==> src/rtl/nexi_wb_pkg.sv <==
// nexi_wb_pkg
//   Shared definitions for the NEXI Wishbone B3 initiator:
//   - Wishbone width constants (address, data, byte-select)
//   - response status codes returned on rsp_status_o
//   - initiator FSM state encoding
package nexi_wb_pkg;

  localparam int unsigned WB_ADR_W = 30;
  localparam int unsigned WB_DAT_W = 32;
  localparam int unsigned WB_SEL_W = 4;

  typedef enum logic [1:0] {
    ST_OK        = 2'b00,
    ST_ERR       = 2'b01,
    ST_TIMEOUT   = 2'b10,
    ST_RETRY_EXH = 2'b11
  } status_e;

  typedef enum logic [1:0] {
    S_IDLE    = 2'd0,
    S_BUS     = 2'd1,
    S_BACKOFF = 2'd2,
    S_RESP    = 2'd3
  } state_e;

endpackage

==> src/rtl/nexi_wb_timeout.sv <==
// nexi_wb_timeout
//   Bus-cycle watchdog for the Wishbone initiator. Counts cycles in which a
//   strobe is outstanding without termination and flags expiry on the cycle
//   that would bring the count to the limit.
// Ports:
//   clk_i      clock, rising edge
//   rst_i      synchronous active-high reset
//   clear_i    restart the count (asserted when a bus attempt begins)
//   enable_i   one unterminated strobe cycle is being counted this cycle
//   limit_i    number of unterminated strobe cycles allowed (1..65535)
//   expired_o  this counted cycle is the limit-th one
module nexi_wb_timeout (
  input  logic        clk_i,
  input  logic        rst_i,
  input  logic        clear_i,
  input  logic        enable_i,
  input  logic [15:0] limit_i,
  output logic        expired_o
);

  logic [15:0] count_q;

  always_ff @(posedge clk_i) begin
    if (rst_i || clear_i) begin
      count_q <= '0;
    end else if (enable_i) begin
      count_q <= count_q + 16'd1;
    end
  end

  // Fires during the limit-th strobe cycle so the strobe drops on its edge.
  assign expired_o = enable_i && (count_q == (limit_i - 16'd1));

endmodule

==> src/rtl/nexi_wb_master.sv <==
// nexi_wb_master
//   Single-outstanding command-to-Wishbone B3 initiator. A command accepted
//   on the cmd_* handshake is issued as one classic Wishbone cycle; RTY
//   terminations are retried after a one-cycle back-off up to MAX_RETRY
//   times, and the outcome is returned on the rsp_* handshake.
//   Optional bus watchdog: define NEXI_WB_MASTER_TIMEOUT_EN to abort cycles
//   that see no termination within TIMEOUT strobe cycles.
// Parameters:
//   TIMEOUT    unterminated strobe cycles before abort (1..65535)
//   MAX_RETRY  RTY terminations tolerated before failure (0..15)
// Ports:
//   clk_i, rst_i                    clock, synchronous active-high reset
//   cmd_valid_i/cmd_ready_o         command handshake
//   cmd_we_i, cmd_addr_i,
//   cmd_data_i, cmd_sel_i           command fields (addr bits [1:0] ignored)
//   rsp_valid_o/rsp_ready_i         response handshake
//   rsp_data_o, rsp_status_o        read data (0 unless OK read), status
//   adr_o, dat_o, dat_i, sel_o,
//   cyc_o, stb_o, we_o              Wishbone initiator signals
//   ack_i, err_i, rty_i             Wishbone terminations (err > rty > ack)
module nexi_wb_master
  import nexi_wb_pkg::*;
#(
  parameter int unsigned TIMEOUT   = 255,
  parameter int unsigned MAX_RETRY = 3
) (
  input  logic                clk_i,
  input  logic                rst_i,
  input  logic                cmd_valid_i,
  output logic                cmd_ready_o,
  input  logic                cmd_we_i,
  input  logic [31:0]         cmd_addr_i,
  input  logic [31:0]         cmd_data_i,
  input  logic [3:0]          cmd_sel_i,
  output logic                rsp_valid_o,
  input  logic                rsp_ready_i,
  output logic [31:0]         rsp_data_o,
  output logic [1:0]          rsp_status_o,
  output logic [WB_ADR_W-1:0] adr_o,
  output logic [WB_DAT_W-1:0] dat_o,
  input  logic [WB_DAT_W-1:0] dat_i,
  output logic [WB_SEL_W-1:0] sel_o,
  output logic                cyc_o,
  output logic                stb_o,
  output logic                we_o,
  input  logic                ack_i,
  input  logic                err_i,
  input  logic                rty_i
);

  localparam logic [3:0]  MAX_RETRY_L = 4'(MAX_RETRY);
  localparam logic [15:0] TIMEOUT_L   = 16'(TIMEOUT);

  state_e              state_q, state_d;
  status_e             status_q, status_d;
  logic [WB_DAT_W-1:0] rdata_q, rdata_d;
  logic [3:0]          retry_q;
  logic                retry_inc;
  logic                handshake;
  logic                bus_live;
  logic                term_any;
  logic                bus_enter;
  logic                timeout_hit;
  logic                unused_addr_lsb;

  assign unused_addr_lsb = ^cmd_addr_i[1:0];

  assign cmd_ready_o  = (state_q == S_IDLE) && !rst_i;
  assign handshake    = cmd_valid_i && cmd_ready_o;
  assign bus_live     = (state_q == S_BUS) && cyc_o && stb_o;
  assign term_any     = bus_live && (ack_i || err_i || rty_i);
  assign bus_enter    = (state_q != S_BUS) && (state_d == S_BUS);

  assign rsp_valid_o  = (state_q == S_RESP);
  assign rsp_data_o   = rdata_q;
  assign rsp_status_o = status_q;

`ifdef NEXI_WB_MASTER_TIMEOUT_EN
  nexi_wb_timeout u_timeout (
    .clk_i     (clk_i),
    .rst_i     (rst_i),
    .clear_i   (bus_enter),
    .enable_i  (bus_live && !term_any),
    .limit_i   (TIMEOUT_L),
    .expired_o (timeout_hit)
  );
`else
  logic unused_timeout;
  assign unused_timeout = ^{TIMEOUT_L, bus_enter};
  assign timeout_hit    = 1'b0;
`endif

  always_ff @(posedge clk_i) begin
    if (rst_i) begin
      state_q <= S_IDLE;
    end else begin
      state_q <= state_d;
    end
  end

  always_comb begin
    state_d   = state_q;
    status_d  = status_q;
    rdata_d   = rdata_q;
    retry_inc = 1'b0;
    case (state_q)
      S_IDLE: begin
        if (handshake) state_d = S_BUS;
      end
      S_BUS: begin
        if (bus_live) begin
          if (err_i) begin
            state_d  = S_RESP;
            status_d = ST_ERR;
            rdata_d  = '0;
          end else if (rty_i) begin
            if (retry_q < MAX_RETRY_L) begin
              state_d   = S_BACKOFF;
              retry_inc = 1'b1;
            end else begin
              state_d  = S_RESP;
              status_d = ST_RETRY_EXH;
              rdata_d  = '0;
            end
          end else if (ack_i) begin
            state_d  = S_RESP;
            status_d = ST_OK;
            rdata_d  = we_o ? '0 : dat_i;
          end else if (timeout_hit) begin
            state_d  = S_RESP;
            status_d = ST_TIMEOUT;
            rdata_d  = '0;
          end
        end
      end
      S_BACKOFF: state_d = S_BUS;
      S_RESP: begin
        if (rsp_ready_i) state_d = S_IDLE;
      end
      default: state_d = S_IDLE;
    endcase
  end

  // cyc/stb are registered copies of "next state is BUS", so they rise the
  // cycle after the handshake and fall on the terminating edge.
  always_ff @(posedge clk_i) begin
    if (rst_i) begin
      adr_o    <= '0;
      dat_o    <= '0;
      sel_o    <= '0;
      we_o     <= 1'b0;
      cyc_o    <= 1'b0;
      stb_o    <= 1'b0;
      retry_q  <= '0;
      status_q <= ST_OK;
      rdata_q  <= '0;
    end else begin
      if (handshake) begin
        adr_o   <= cmd_addr_i[31:2];
        dat_o   <= cmd_data_i;
        sel_o   <= cmd_sel_i;
        we_o    <= cmd_we_i;
        retry_q <= '0;
      end else if (retry_inc) begin
        retry_q <= retry_q + 4'd1;
      end
      cyc_o    <= (state_d == S_BUS);
      stb_o    <= (state_d == S_BUS);
      status_q <= status_d;
      rdata_q  <= rdata_d;
    end
  end

endmodule

==> config.mk <==
export PLATFORM = sky130hd
export DESIGN_NAME = nexi_wb_master
export DESIGN_NICKNAME = d
export VERILOG_FILES = /design/src/rtl/nexi_wb_pkg.sv /design/src/rtl/nexi_wb_timeout.sv /design/src/rtl/nexi_wb_master.sv
export SDC_FILE = /design/constraint.sdc
export NUM_CORES = 1
export LEC_CHECK = 0
export BUFFER_PORTS_ARGS = -buffer_cell sky130_fd_sc_hd__buf_4
export CAP_MARGIN = 0
export CORE_MARGIN = 1.5
export CORE_UTILIZATION = 39
export DETAILED_ROUTE_END_ITERATION = 12
export PLACE_DENSITY = 0.85
export SLEW_MARGIN = 15
export SYNTH_ARGS = -nofsm -noshare
export SYNTH_HDL_FRONTEND = slang
export SYNTH_SLANG_ARGS = --single-unit
==> constraint.sdc <==
create_clock -name clk_i -period 1.7 [get_ports clk_i]
set_input_delay 0.255 -clock clk_i [delete_from_list [all_inputs] [get_ports clk_i]]
set_output_delay 0.255 -clock clk_i [all_outputs]
set_load 0.05 [all_outputs]
==> metrics.md, run 1 <==
| Metric | Value |
|---|---|
| Number of hold-repair buffers added at the cts stage | `0` |
| Number of violations reported at the end of detailed-routing iteration 0 | `~150` |
| I/O Pins | `roughly 210` |
| Count of standard-cell rows | `35` |
| Sequential Power Share | `just under 50%` |
| Result of the run | `finished with violations` |
| Highest Clock Rate | `roughly 580 MHz` |
| Die boundary height | `101 um` |
| Post-layout utilization of the core | `between 60% and 70%` |
| Overall routing resource usage | `about a fifth` |
| Worst reg2reg path depth | `6` |
| Via count of the first global-routing pass | `3342` |
| First-pass GRT wire length | `about 15 mm` |
| Most numerous cell in the Yosys netlist | `sky130_fd_sc_hd__nand2_1` |
| Required time worst endpoint | `around 2000 ps` |
| Starting density of the core | `roughly 41%` |
| Number of library cell types mapped by synthesis | `35` |
| Mapped Cells | `412` |
| Drt total wl | `10.3 mm` |
| Port bufs | `210` |
| Number of cells in the finished layout apart from fillers | `around 750` |
| Nets | `about 730` |
| Final setup viols | `29` |
| Unrepaired setup endpoints after global routing | `true` |
| CORE AREA | `around 9300 um^2` |
| Most area-hungry cell type in the Yosys netlist | `sky130_fd_sc_hd__dfxtp_1` |
| Most used standard cells in the synthesized netlist | `sky130_fd_sc_hd__nand2_1 (135), sky130_fd_sc_hd__dfxtp_1 (108), sky130_fd_sc_hd__o21ai_1 (46)` |
| Drt first pass iters | `4` |
| Seq. cell area | `between 2000 and 2500 um^2` |
| Total of fill cells in the finished design | `779` |
| Proportion of netlist area held by the largest area contributor | `a little under three fifths` |
| YS warnings | `0` |
| Hold-critical path depth | `3` |
| Number of nets in the synthesized netlist | `roughly 520` |
| Synth-to-Final Area Change | `54.3%` |
| Highest fanout seen on the critical path | `9` |
| Number of pins with negative max-slew slack in the final report | `0` |
| Cell at the root of the clock tree | `sky130_fd_sc_hd__clkbuf_8` |
| Internal portion of total power | `a little under 4000 uW` |
| Pwr Total | `5560 uW` |
| Mean post-synth cell area | `between 9 and 10 um^2` |
| Leakage power | `roughly 0.0026 uW` |
| Total number of H-tree levels | `3` |
| Failing checks | `negative setup slack` |
| Minimum clock period | `about 1700 ps` |
| Period utilization | `102%` |
| Worst Path Class, Setup | `register to register` |
| Clk_skew | `approximately 9.0 ps` |
| Setup slack after layout | `-35.1 ps` |
| Area occupied by multi-input gates | `roughly 1400 um^2` |
| Reg clk slew, reported paths | `100 ps` |
| Normalized max-slew margin | `about two thirds` |
| Switching part of the total power | `29.5%` |
| Proportion of power drawn by combinational gates | `a little over a fifth` |
| Number of clock sinks | `108` |
| TritonCTS clock tree | `done` |
| Max-capacitance violation count | `0` |
| Diode insertion count for antenna repair | `0` |
| Seq/Total Area, Yosys | `a little under three fifths` |
| Peak supply drop | `0.650 mV` |
| Top cells by area, synth | `sky130_fd_sc_hd__dfxtp_1 (57%), sky130_fd_sc_hd__nand2_1 (13%), sky130_fd_sc_hd__a32o_1 (8.5%)` |
| Transition time of the tightest slew-check pin | `517 ps` |
| Most frequently used flop master after synthesis | `sky130_fd_sc_hd__dfxtp_1` |
| Worst hold margin | `roughly 85 ps` |
| Die outline width | `slightly above 100 um` |
| Netlist Area Pre-Place | `approximately 3800 um^2` |
| Antenna viol nets, final | `0` |
| Flip-flop and latch count after synthesis | `roughly 110` |
| Buffer levels on the longest clock path | `2` |
| Initial antenna violation count | `0` |
| DRC errors left | `0` |
| Total count of hold-check failures in the final report | `0` |
| Clock share of power | `between 20% and 30%` |
| Proportion of register bits with asynchronous set or reset after synthesis | `0%` |
| Pwr Density | `~960 nW/um^2` |
| Total clock buffers created by CTS | `9` |
| Maximum number of pins on one net before global-route repair | `52` |
| Clock latency reported for the late side of the worst-skew pair | `roughly 360 ps` |
| DR vias | `between 3k and 4k` |
| Drt wl/cell | `between 10 and 15 um` |
| Endpoint arrival time on the critical path | `2030 ps` |
| Kind of end point of the critical path | `register` |
| DP Wirelength | `7.50 mm` |
| Total Die Area | `approximately 10000 um^2` |
| Type of the worst min-delay path | `input pin to register` |
| Instance count after placement with tap cells included | `~730` |
| Net switching power | `1640 uW` |
| Weighted congestion reported at the end of routability-driven placement | `between 0.7 and 0.8` |
| Startpoint types | `register` |
| Layout cells sized above 1 | `41.0%` |
| Vias per Instance | `4.76` |
| Post-synth EDFFs | `0` |
| Grt total ovfl | `0` |
[cell type report]
| cell class | count | area share (%) |
|---|---|---|
| Clock buffer | 11 | 2.26 |
| Clock inverter | 4 | 1.29 |
| Inverter | 6 | 0.387 |
| Multi-Input combinational cell | 264 | 24.8 |
| Sequential cell | 108 | 37.2 |
| Tap cell | 129 | 2.78 |
| Timing Repair Buffer | 227 | 31.3 |
[cell families (layout without fill, tap and decap cells)]
family | count (synthesis) | count (layout) | synth area share (%)
buffers and inverters | 40 | 248 | 5.05
AOI/OAI and AO/OA | 109 | 109 | 19.8
DFF | 108 | 108 | 57.4
and+or+nand+nor | 154 | 154 | 17.5
adders and majority gates | 1 | 1 | 0.332
[stage by stage]
step           setup WS, ps  instance area [um^2]  TNS (ps)
2_1_floorplan         -44.4                  3790      -390
3_3_place_gp          -36.5                  5520     -36.5
3_5_place_dp          -71.8                  5520     -1220
4_1_cts               -35.1                  5730     -35.1
5_1_grt               -58.7                  5820     -1640
6_report              -35.1                  5820      -512
[power by group through the flow]
stage	Sequential (uW)	Clock (uW)	Combinational, uW
6_report	2740	1650	1170
5_1_grt	2750	1790	1240
4_1_cts	2740	1690	1160
3_5_place_dp	2790	0	1160
3_3_place_gp	2790	0	1140
2_1_floorplan	3230	0	253
[cell usage in the layout, fill, tap and decap left out, types with 2 or more instances in the layout]
master / Yosys / final
sky130_fd_sc_hd__clkbuf_16: 0 / 2
sky130_fd_sc_hd__or4b_4: 1 / 2
sky130_fd_sc_hd__nor3_1: 3 / 2
sky130_fd_sc_hd__buf_12: 0 / 6
sky130_fd_sc_hd__nand2_1: 135 / 135
sky130_fd_sc_hd__o21ai_1: 46 / 46
sky130_fd_sc_hd__o21ai_0: 21 / 21
sky130_fd_sc_hd__inv_1: 5 / 5
sky130_fd_sc_hd__nor4b_4: 1 / 2
sky130_fd_sc_hd__o31ai_1: 3 / 3
sky130_fd_sc_hd__nor2_1: 3 / 3
sky130_fd_sc_hd__a32o_1: 32 / 32
sky130_fd_sc_hd__clkinvlp_4: 0 / 2
sky130_fd_sc_hd__clkbuf_8: 0 / 9
sky130_fd_sc_hd__buf_4: 1 / 218
sky130_fd_sc_hd__dfxtp_1: 108 / 106
sky130_fd_sc_hd__clkbuf_1: 19 / 2
sky130_fd_sc_hd__dfxtp_2: 0 / 2
sky130_fd_sc_hd__a21oi_1: 2 / 2
sky130_fd_sc_hd__bufinv_16: 0 / 2
[worst paths after layout]
check	slack, ps	startpoint	end
worst min-delay path	90	cmd_addr_i[21]	adr_o[19]
worst max register to register	-40	retry_q[0]	rsp_data_o[26]
worst max-delay path	-40	retry_q[0]	rsp_data_o[26]
worst min register to register	450	adr_o[23]	adr_o[23]
[repair_timing]
item | CTS | global route
pin swaps | 1 | 1
resized for setup | 1 | 0
endpoints found under the setup margin | 36 | 36
endpoints found under the hold margin | 0 | 0
gates cloned | 0 | 3
buffers inserted | 0 | 2
[sequential cells by signal (all words and copies together), names as in the netlist]
name,flops
adr_o,30
dat_o,32
retry_q,4
rsp_data_o,32
rsp_status_o,2
sel_o,4
state_q,2
stb_o,1
we_o,1
[routing by layer]
| layer | up-vias | routed length [um] | GRT usage, % |
|---|---|---|---|
| met2 | 128 | 5210 | 34.5 |
| met1 | 1609 | 4090 | 20.3 |
| met4 | 0 | 156 | 6.84 |
| met5 | - | 0 | 0 |
| li1 | 1818 | - | - |
| met3 | 12 | 875 | 6.07 |
[worst max-delay path, stage by stage, from the launching register on]
cell and delay (ps):
sky130_fd_sc_hd__dfxtp_2 340, sky130_fd_sc_hd__ha_2 170, sky130_fd_sc_hd__or4b_4 520, sky130_fd_sc_hd__o211ai_4 200, sky130_fd_sc_hd__buf_12 150, sky130_fd_sc_hd__clkbuf_16 150, sky130_fd_sc_hd__a32o_1 160
No activity file was read; power rests on OpenSTA's default activity.
==> run 2: changes to the inputs <==
HOLD_SLACK_MARGIN = 0.12   (was default)
==> run 2 against run 1 <==
  * The flow still finishes with violations (negative setup slack)
  * Cell area increased by 16%
  * Combinational power increased by 17%
  * Via count increased by 17%
  * Non-clock buffer count increased by 95
  * Core utilization increased by 9.9 points
  * Sequential power about the same
  * Clock-buffer cell count unchanged
  * Global-route usage increased by 6.2 points
  * Clock power about the same
  * Routed wire length increased by 29%
  * First-iteration DRC count decreased by 8.7%
  * Register-to-register slack about the same
==> metrics.md, run 2 (synthesized netlist as in run 1, its figures left out) <==
| Metric | Value |
|---|---|
| Result of the run | `finished with violations` |
| Failing checks | `negative setup slack` |
| Minimum clock period | `1730 ps (-4.99 ps)` |
| CP Launch Point | `retry_q[0]` |
| TritonCTS clock tree | `done` |
| Drt total wl | `13.3 mm (+29%)` |
| Pwr Density | `859 nW/um^2 (-10%)` |
| Weighted congestion reported at the end of routability-driven placement | `0.791 (unchanged)` |
| Total count of hold-check failures in the final report | `0 (unchanged)` |
| Maximum number of pins on one net before global-route repair | `52 (unchanged)` |
| Highest fanout seen on the critical path | `4 (-5)` |
| Worst Path Class, Setup | `register to register` |
| Peak supply drop | `0.655 mV (+0.81%)` |
| Period utilization | `102% (-0.29 points)` |
| I/O Pins | `213 (unchanged)` |
| Worst reg2reg path depth | `4 (-2)` |
| Reg clk slew, reported paths | `90 ps (about the same)` |
| Diode insertion count for antenna repair | `0 (unchanged)` |
| Setup slack after layout | `-30.1 ps (+4.99 ps)` |
| Max-capacitance violation count | `0 (unchanged)` |
| Nets | `820 (+13%)` |
| Number of pins with negative max-slew slack in the final report | `0 (unchanged)` |
| Start point of the worst hold path | `rst_i` |
| First-pass GRT wire length | `20.0 mm (+30%)` |
| Kind of end point of the critical path | `register` |
| DR vias | `4160 (+17%)` |
| Port bufs | `210 (unchanged)` |
| Synth-to-Final Area Change | `78.6%` |
| Number of cells in the finished layout apart from fillers | `844 (+13%)` |
| Final setup viols | `8 (-72%)` |
| Cell at the root of the clock tree | `sky130_fd_sc_hd__clkbuf_8` |
| DP Wirelength | `7.50 mm (unchanged)` |
| Total Die Area | `10300 um^2 (unchanged)` |
| Number of violations reported at the end of detailed-routing iteration 0 | `136 (-8.7%)` |
| Die outline width | `101 um (unchanged)` |
| DRC errors left | `0 (unchanged)` |
| Source of the worst register-to-register timing path | `retry_q[0]` |
| Setup slack after placement | `-71.8 ps (unchanged)` |
| Clock latency reported for the late side of the worst-skew pair | `360 ps (about the same)` |
| Leakage power | `0.00294 uW (+14%)` |
| Drt wl/cell | `15.8 um (+14%)` |
| Highest Clock Rate | `578 MHz (+0.29%)` |
| Unrepaired setup endpoints after global routing | `true` |
| Worst hold margin | `173 ps (+87.3 ps)` |
| Startpoint types | `register` |
| Hold-critical path depth | `2 (-1)` |
| Required time worst endpoint | `1990 ps (about the same)` |
| Highest-count cells in the layout ignoring fill and taps | `sky130_fd_sc_hd__buf_4 (218), sky130_fd_sc_hd__nand2_1 (135), sky130_fd_sc_hd__dfxtp_1 (105), sky130_fd_sc_hd__dlygate4sd3_1 (99), sky130_fd_sc_hd__o21ai_1 (46)` |
| Endpoint arrival time on the critical path | `2020 ps (about the same)` |
| Via count of the first global-routing pass | `4206 (+26%)` |
| Starting density of the core | `40.6% (unchanged)` |
| Total clock buffers created by CTS | `9 (unchanged)` |
| Die boundary height | `101 um (unchanged)` |
| Initial antenna violation count | `0 (unchanged)` |
| Setup total negative slack | `-97.3 ps (+415 ps)` |
| CORE AREA | `9280 um^2 (unchanged)` |
| Antenna viol nets, final | `0 (unchanged)` |
| Transition time of the tightest slew-check pin | `528 ps (+11.7 ps)` |
| Normalized max-slew margin | `64.8% (-0.78 points)` |
| Type of the worst min-delay path | `input pin to register` |
| Grt total ovfl | `0 (unchanged)` |
| Number of clock sinks | `108 (unchanged)` |
| Drt first pass iters | `5 (+1)` |
| Clk_skew | `11.8 ps (+2.81 ps)` |
| Vias per Instance | `4.93 (+3.5%)` |
| Buffer levels on the longest clock path | `2 (unchanged)` |
| Instance count after placement with tap cells included | `729 (unchanged)` |
| Commonest non-fill, non-tap cell in the layout | `sky130_fd_sc_hd__buf_4` |
| Layout cells sized above 1 | `35.2% (-5.7 points)` |
| Count of standard-cell rows | `35 (unchanged)` |
| Total number of H-tree levels | `3 (unchanged)` |
| Overall routing resource usage | `25.1% (+6.2 points)` |
run 2: timing repair:
action	in CTS	in global routing
setup endpoints to repair	36	36
buffers inserted	0	1
endpoints found under the hold margin	99	0
pin swaps	1	1
hold buffers	99	0
gates resized for setup	1	2
run 2: final timing paths:
path / slack, ps / to
max: -30 / retry_q[1]
max reg2reg: -30 / retry_q[1]
min: 170 / rsp_status_o[0]
min reg2reg: 450 / adr_o[23]
run 2: area by class of cell:
cell class | instances | area, um^2
repair buffers | 322 | 2730
multi-input cells | 264 | 1450
inverters | 6 | 22.5
flip-flops and latches | 108 | 2170
well taps | 129 | 161
fillers | 627 | 2550
clock buffers | 11 | 131
clock inverters | 4 | 75.1
run 2: routing by layer:
metal	vias up	track usage (%)	part of all wire, %
met3	36	6.90	7.4
met4	0	11.9	3.3
li1	2002	-	-
met5	-	0	0
met1	1933	24.2	36
met2	189	48.8	53
run 2: power breakdown:
part / leakage, uW / switching (uW) / internal (uW)
clock: 0.0000956 / 837 / 825
combinational: 0.00196 / 806 / 569
sequential: 0.000883 / 82.1 / 2660
run 2: through the flow:
| step | area, um^2 | power (uW) | utilization [%] |
|---|---|---|---|
| after CTS | 6720 | 5780 | 72.4 |
| after detailed placement | 5520 | 3950 | 59.4 |
| after global routing | 6730 | 5980 | 72.5 |
| after global placement | 5520 | 3930 | 59.4 |
| after floorplan | 3790 | 3480 | - |
| final | 6730 | 5780 | 72.5 |
run 2: critical path, cell delays in order (launching register included):
cell	delay [ps]
sky130_fd_sc_hd__dfxtp_2	340
sky130_fd_sc_hd__ha_2	170
sky130_fd_sc_hd__or4b_4	520
sky130_fd_sc_hd__or4b_4	500
sky130_fd_sc_hd__a21oi_2	140
==> run 3: changes to the inputs <==
CORE_UTILIZATION = 44   (was 39)
PLACE_DENSITY = 0.9   (was 0.85)
clock period = 1.75 ns   (was 1.7 ns; I/O delays follow)
==> run 3 against run 2 <==
  * The run still ends with negative setup slack left
  * Combinational power barely moved
  * Global-route usage rose by 5.4 points
  * Sequential power fell by 3%
  * Cell area fell by 0.28%
==> metrics.md, run 3 (synthesized netlist as in run 1, its figures left out) <==
| Metric | Value |
|---|---|
| Layout cells sized above 1 | `36.1% (+0.89 points)` |
| Weighted congestion reported at the end of routability-driven placement | `0.787 (-0.54%)` |
| Sequential Power Share | `47.7% (+0.2 points)` |
| DP Wirelength | `7.59 mm (+1.2%)` |
| Die outline width | `95.5 um (-5.7%)` |
| Final setup viols | `7 (-1)` |
| Number of pins with negative max-slew slack in the final report | `0 (unchanged)` |
| Antenna viol nets, final | `0 (unchanged)` |
| Total number of H-tree levels | `3 (unchanged)` |
| Routed metal-1 wire length | `5.02 mm (+3.7%)` |
| Placed Area | `5480 um^2 (-0.63%)` |
| Setup slack after placement | `-88.1 ps (-16.4 ps)` |
| Wire length on met2 | `7.14 mm (+1.0%)` |
| Commonest non-fill, non-tap cell in the layout | `sky130_fd_sc_hd__buf_4` |
| CP Launch Point | `retry_q[0]` |
| Clk_skew | `12.1 ps (+0.332 ps)` |
| DR vias | `4225 (+1.6%)` |
| Leakage power | `0.00298 uW (+1.4%)` |
| Total of fill cells in the finished design | `462 (-26%)` |
| Switching part of the total power | `31.8% (+1.9 points)` |
| First-pass GRT wire length | `20.9 mm (+4.5%)` |
| Drt first pass iters | `4 (-1)` |
| Unrepaired setup endpoints after global routing | `true` |
| Minimum clock period | `1810 ps (+77.1 ps)` |
| Endpoint arrival time on the critical path | `2110 ps (+90 ps)` |
| Buffer levels on the longest clock path | `2 (unchanged)` |
| Via count of the first global-routing pass | `4260 (+1.3%)` |
| Highest-count cells in the layout ignoring fill and taps | `sky130_fd_sc_hd__buf_4 (215), sky130_fd_sc_hd__nand2_1 (135), sky130_fd_sc_hd__dfxtp_1 (105), sky130_fd_sc_hd__dlygate4sd3_1 (99), sky130_fd_sc_hd__o21ai_1 (46)` |
| Drt total wl | `14.1 mm (+6.1%)` |
| Max-capacitance violation count | `0 (unchanged)` |
| Nets | `818 (-0.24%)` |
| Proportion of power drawn by combinational gates | `23.9% (about the same)` |
| TritonCTS clock tree | `done` |
| Drt wl/cell | `17.2 um (+9.1%)` |
| Synth-to-Final Area Change | `78.1%` |
| Normalized max-slew margin | `69.3% (+4.6 points)` |
| Failing checks | `negative setup slack` |
| Number of clock sinks | `108 (unchanged)` |
| Die boundary height | `95.5 um (-5.7%)` |
| Period utilization | `103% (+1.5 points)` |
| Grt total ovfl | `0 (unchanged)` |
| DRC errors left | `0 (unchanged)` |
| I/O Pins | `213 (unchanged)` |
| Transition time of the tightest slew-check pin | `460 ps (-68.6 ps)` |
| Initial antenna violation count | `2 (+2)` |
| Worst Path Class, Setup | `register to register` |
| CORE AREA | `8260 um^2 (-11%)` |
| Required time worst endpoint | `2050 ps (+60 ps)` |
| Total Die Area | `9130 um^2 (-11%)` |
| Highest metal used | `met4` |
| Highest Clock Rate | `553 MHz (-4.3%)` |
| Pwr Density | `835 nW/um^2 (-2.7%)` |
| Count of standard-cell rows | `33 (-5.7%)` |
| Total clock buffers created by CTS | `9 (unchanged)` |
| Setup slack after layout | `-57.3 ps (-27.1 ps)` |
| Clock share of power | `28.4% (-0.4 points)` |
| Number of violations reported at the end of detailed-routing iteration 0 | `179 (+32%)` |
| Met3 Routed Length | `1.26 mm (+28%)` |
| Clock latency reported for the late side of the worst-skew pair | `370 ps (about the same)` |
| Start point of the worst hold path | `rst_i` |
| Result of the run | `finished with violations` |
| Internal portion of total power | `3820 uW (-5.7%)` |
| Port bufs | `210 (unchanged)` |
| Buffer count from post-CTS setup fixing | `0 (unchanged)` |
| Type of the worst min-delay path | `input pin to register` |
| Peak supply drop | `0.532 mV (-19%)` |
| Startpoint types | `register` |
| Total count of hold-check failures in the final report | `0 (unchanged)` |
| Vias per Instance | `5.15 (+4.4%)` |
| Pwr Total | `5610 uW (-3.0%)` |
| Starting density of the core | `45.6% (+5.0 points)` |
| Post-layout utilization of the core | `81.3% (+8.8 points)` |
| Overall routing resource usage | `30.5% (+5.4 points)` |
| Maximum number of pins on one net before global-route repair | `58 (+12%)` |
| Cell at the root of the clock tree | `sky130_fd_sc_hd__clkbuf_8` |
| Highest fanout seen on the critical path | `5 (+1)` |
| Net switching power | `1780 uW (+3.3%)` |
| Cell area after layout | `6710 um^2 (-0.28%)` |
| Source of the worst register-to-register timing path | `retry_q[0]` |
| Kind of end point of the critical path | `register` |
| Reg clk slew, reported paths | `110 ps (+20 ps)` |
==> run 3: cell types whose count changed in the layout (fill, tap and decap cells not counted), moves of 2 or more <==
cell and change:
sky130_fd_sc_hd__a32o_1 -7, sky130_fd_sc_hd__inv_6 +2, sky130_fd_sc_hd__a32o_2 +7, sky130_fd_sc_hd__buf_4 -3, sky130_fd_sc_hd__clkbuf_1 -2, sky130_fd_sc_hd__diode_2 +2
==> run 3: cell type report <==
| class | instances | area (um^2) | area share (%) |
|---|---|---|---|
| sequential | 108 | 2170 | 32.3 |
| inverter | 6 | 22.5 | 0.336 |
| multi-input combinational | 264 | 1460 | 21.7 |
| clock inverter | 7 | 82.6 | 1.23 |
| antenna | 2 | 5.00 | 0.0746 |
| timing repair buffer | 320 | 2730 | 40.6 |
| clock buffer | 9 | 124 | 1.85 |
| tap | 105 | 131 | 1.96 |
==> run 3: power by group through the flow <==
stage | clock network (uW) | registers, uW | logic, uW
floorplan | 0 | 3130 | 242
global placement | 0 | 2710 | 1100
detailed placement | 0 | 2720 | 1120
CTS | 1600 | 2660 | 1300
global route | 1710 | 2690 | 1400
finish | 1590 | 2670 | 1340
==> run 3: final timing paths <==
kind / depth (start not counted) / slack (ps) / end
hold / removal: 2 / 180 / stb_o
hold reg to reg: 2 / 460 / adr_o[24]
setup reg to reg: 4 / -60 / retry_q[1]
setup / recovery: 4 / -60 / retry_q[1]
==> run 3: worst max-delay path: stages, from the launching register on <==
cell,delay (ps)
sky130_fd_sc_hd__dfxtp_2,360
sky130_fd_sc_hd__ha_4,160
sky130_fd_sc_hd__or4b_4,530
sky130_fd_sc_hd__or4b_4,520
sky130_fd_sc_hd__a21oi_2,160
==> run 3: metal layers <==
layer / up-vias / GRT usage (%)
li1: 2011 / -
met1: 1920 / 30.7
met2: 236 / 52.7
met3: 58 / 10.3
met4: 0 / 21.1
met5: - / 0
==> run 3: per-stage QoR <==
stage / hold slack (ps) / instances / setup TNS (ps)
after floorplan: 371 / 412 / 0
after global placement: 413 / 704 / -26.6
after detailed placement: 427 / 704 / -1410
after CTS: 165 / 819 / 0
after global routing: 176 / 821 / -254
final: 184 / 821 / -109
==> run 3: repair_timing <==
action                                 CTS  global route
hold buffers                            99             0
setup endpoints to repair               34            33
resized for setup                        3             9
endpoints found under the hold margin   99             0
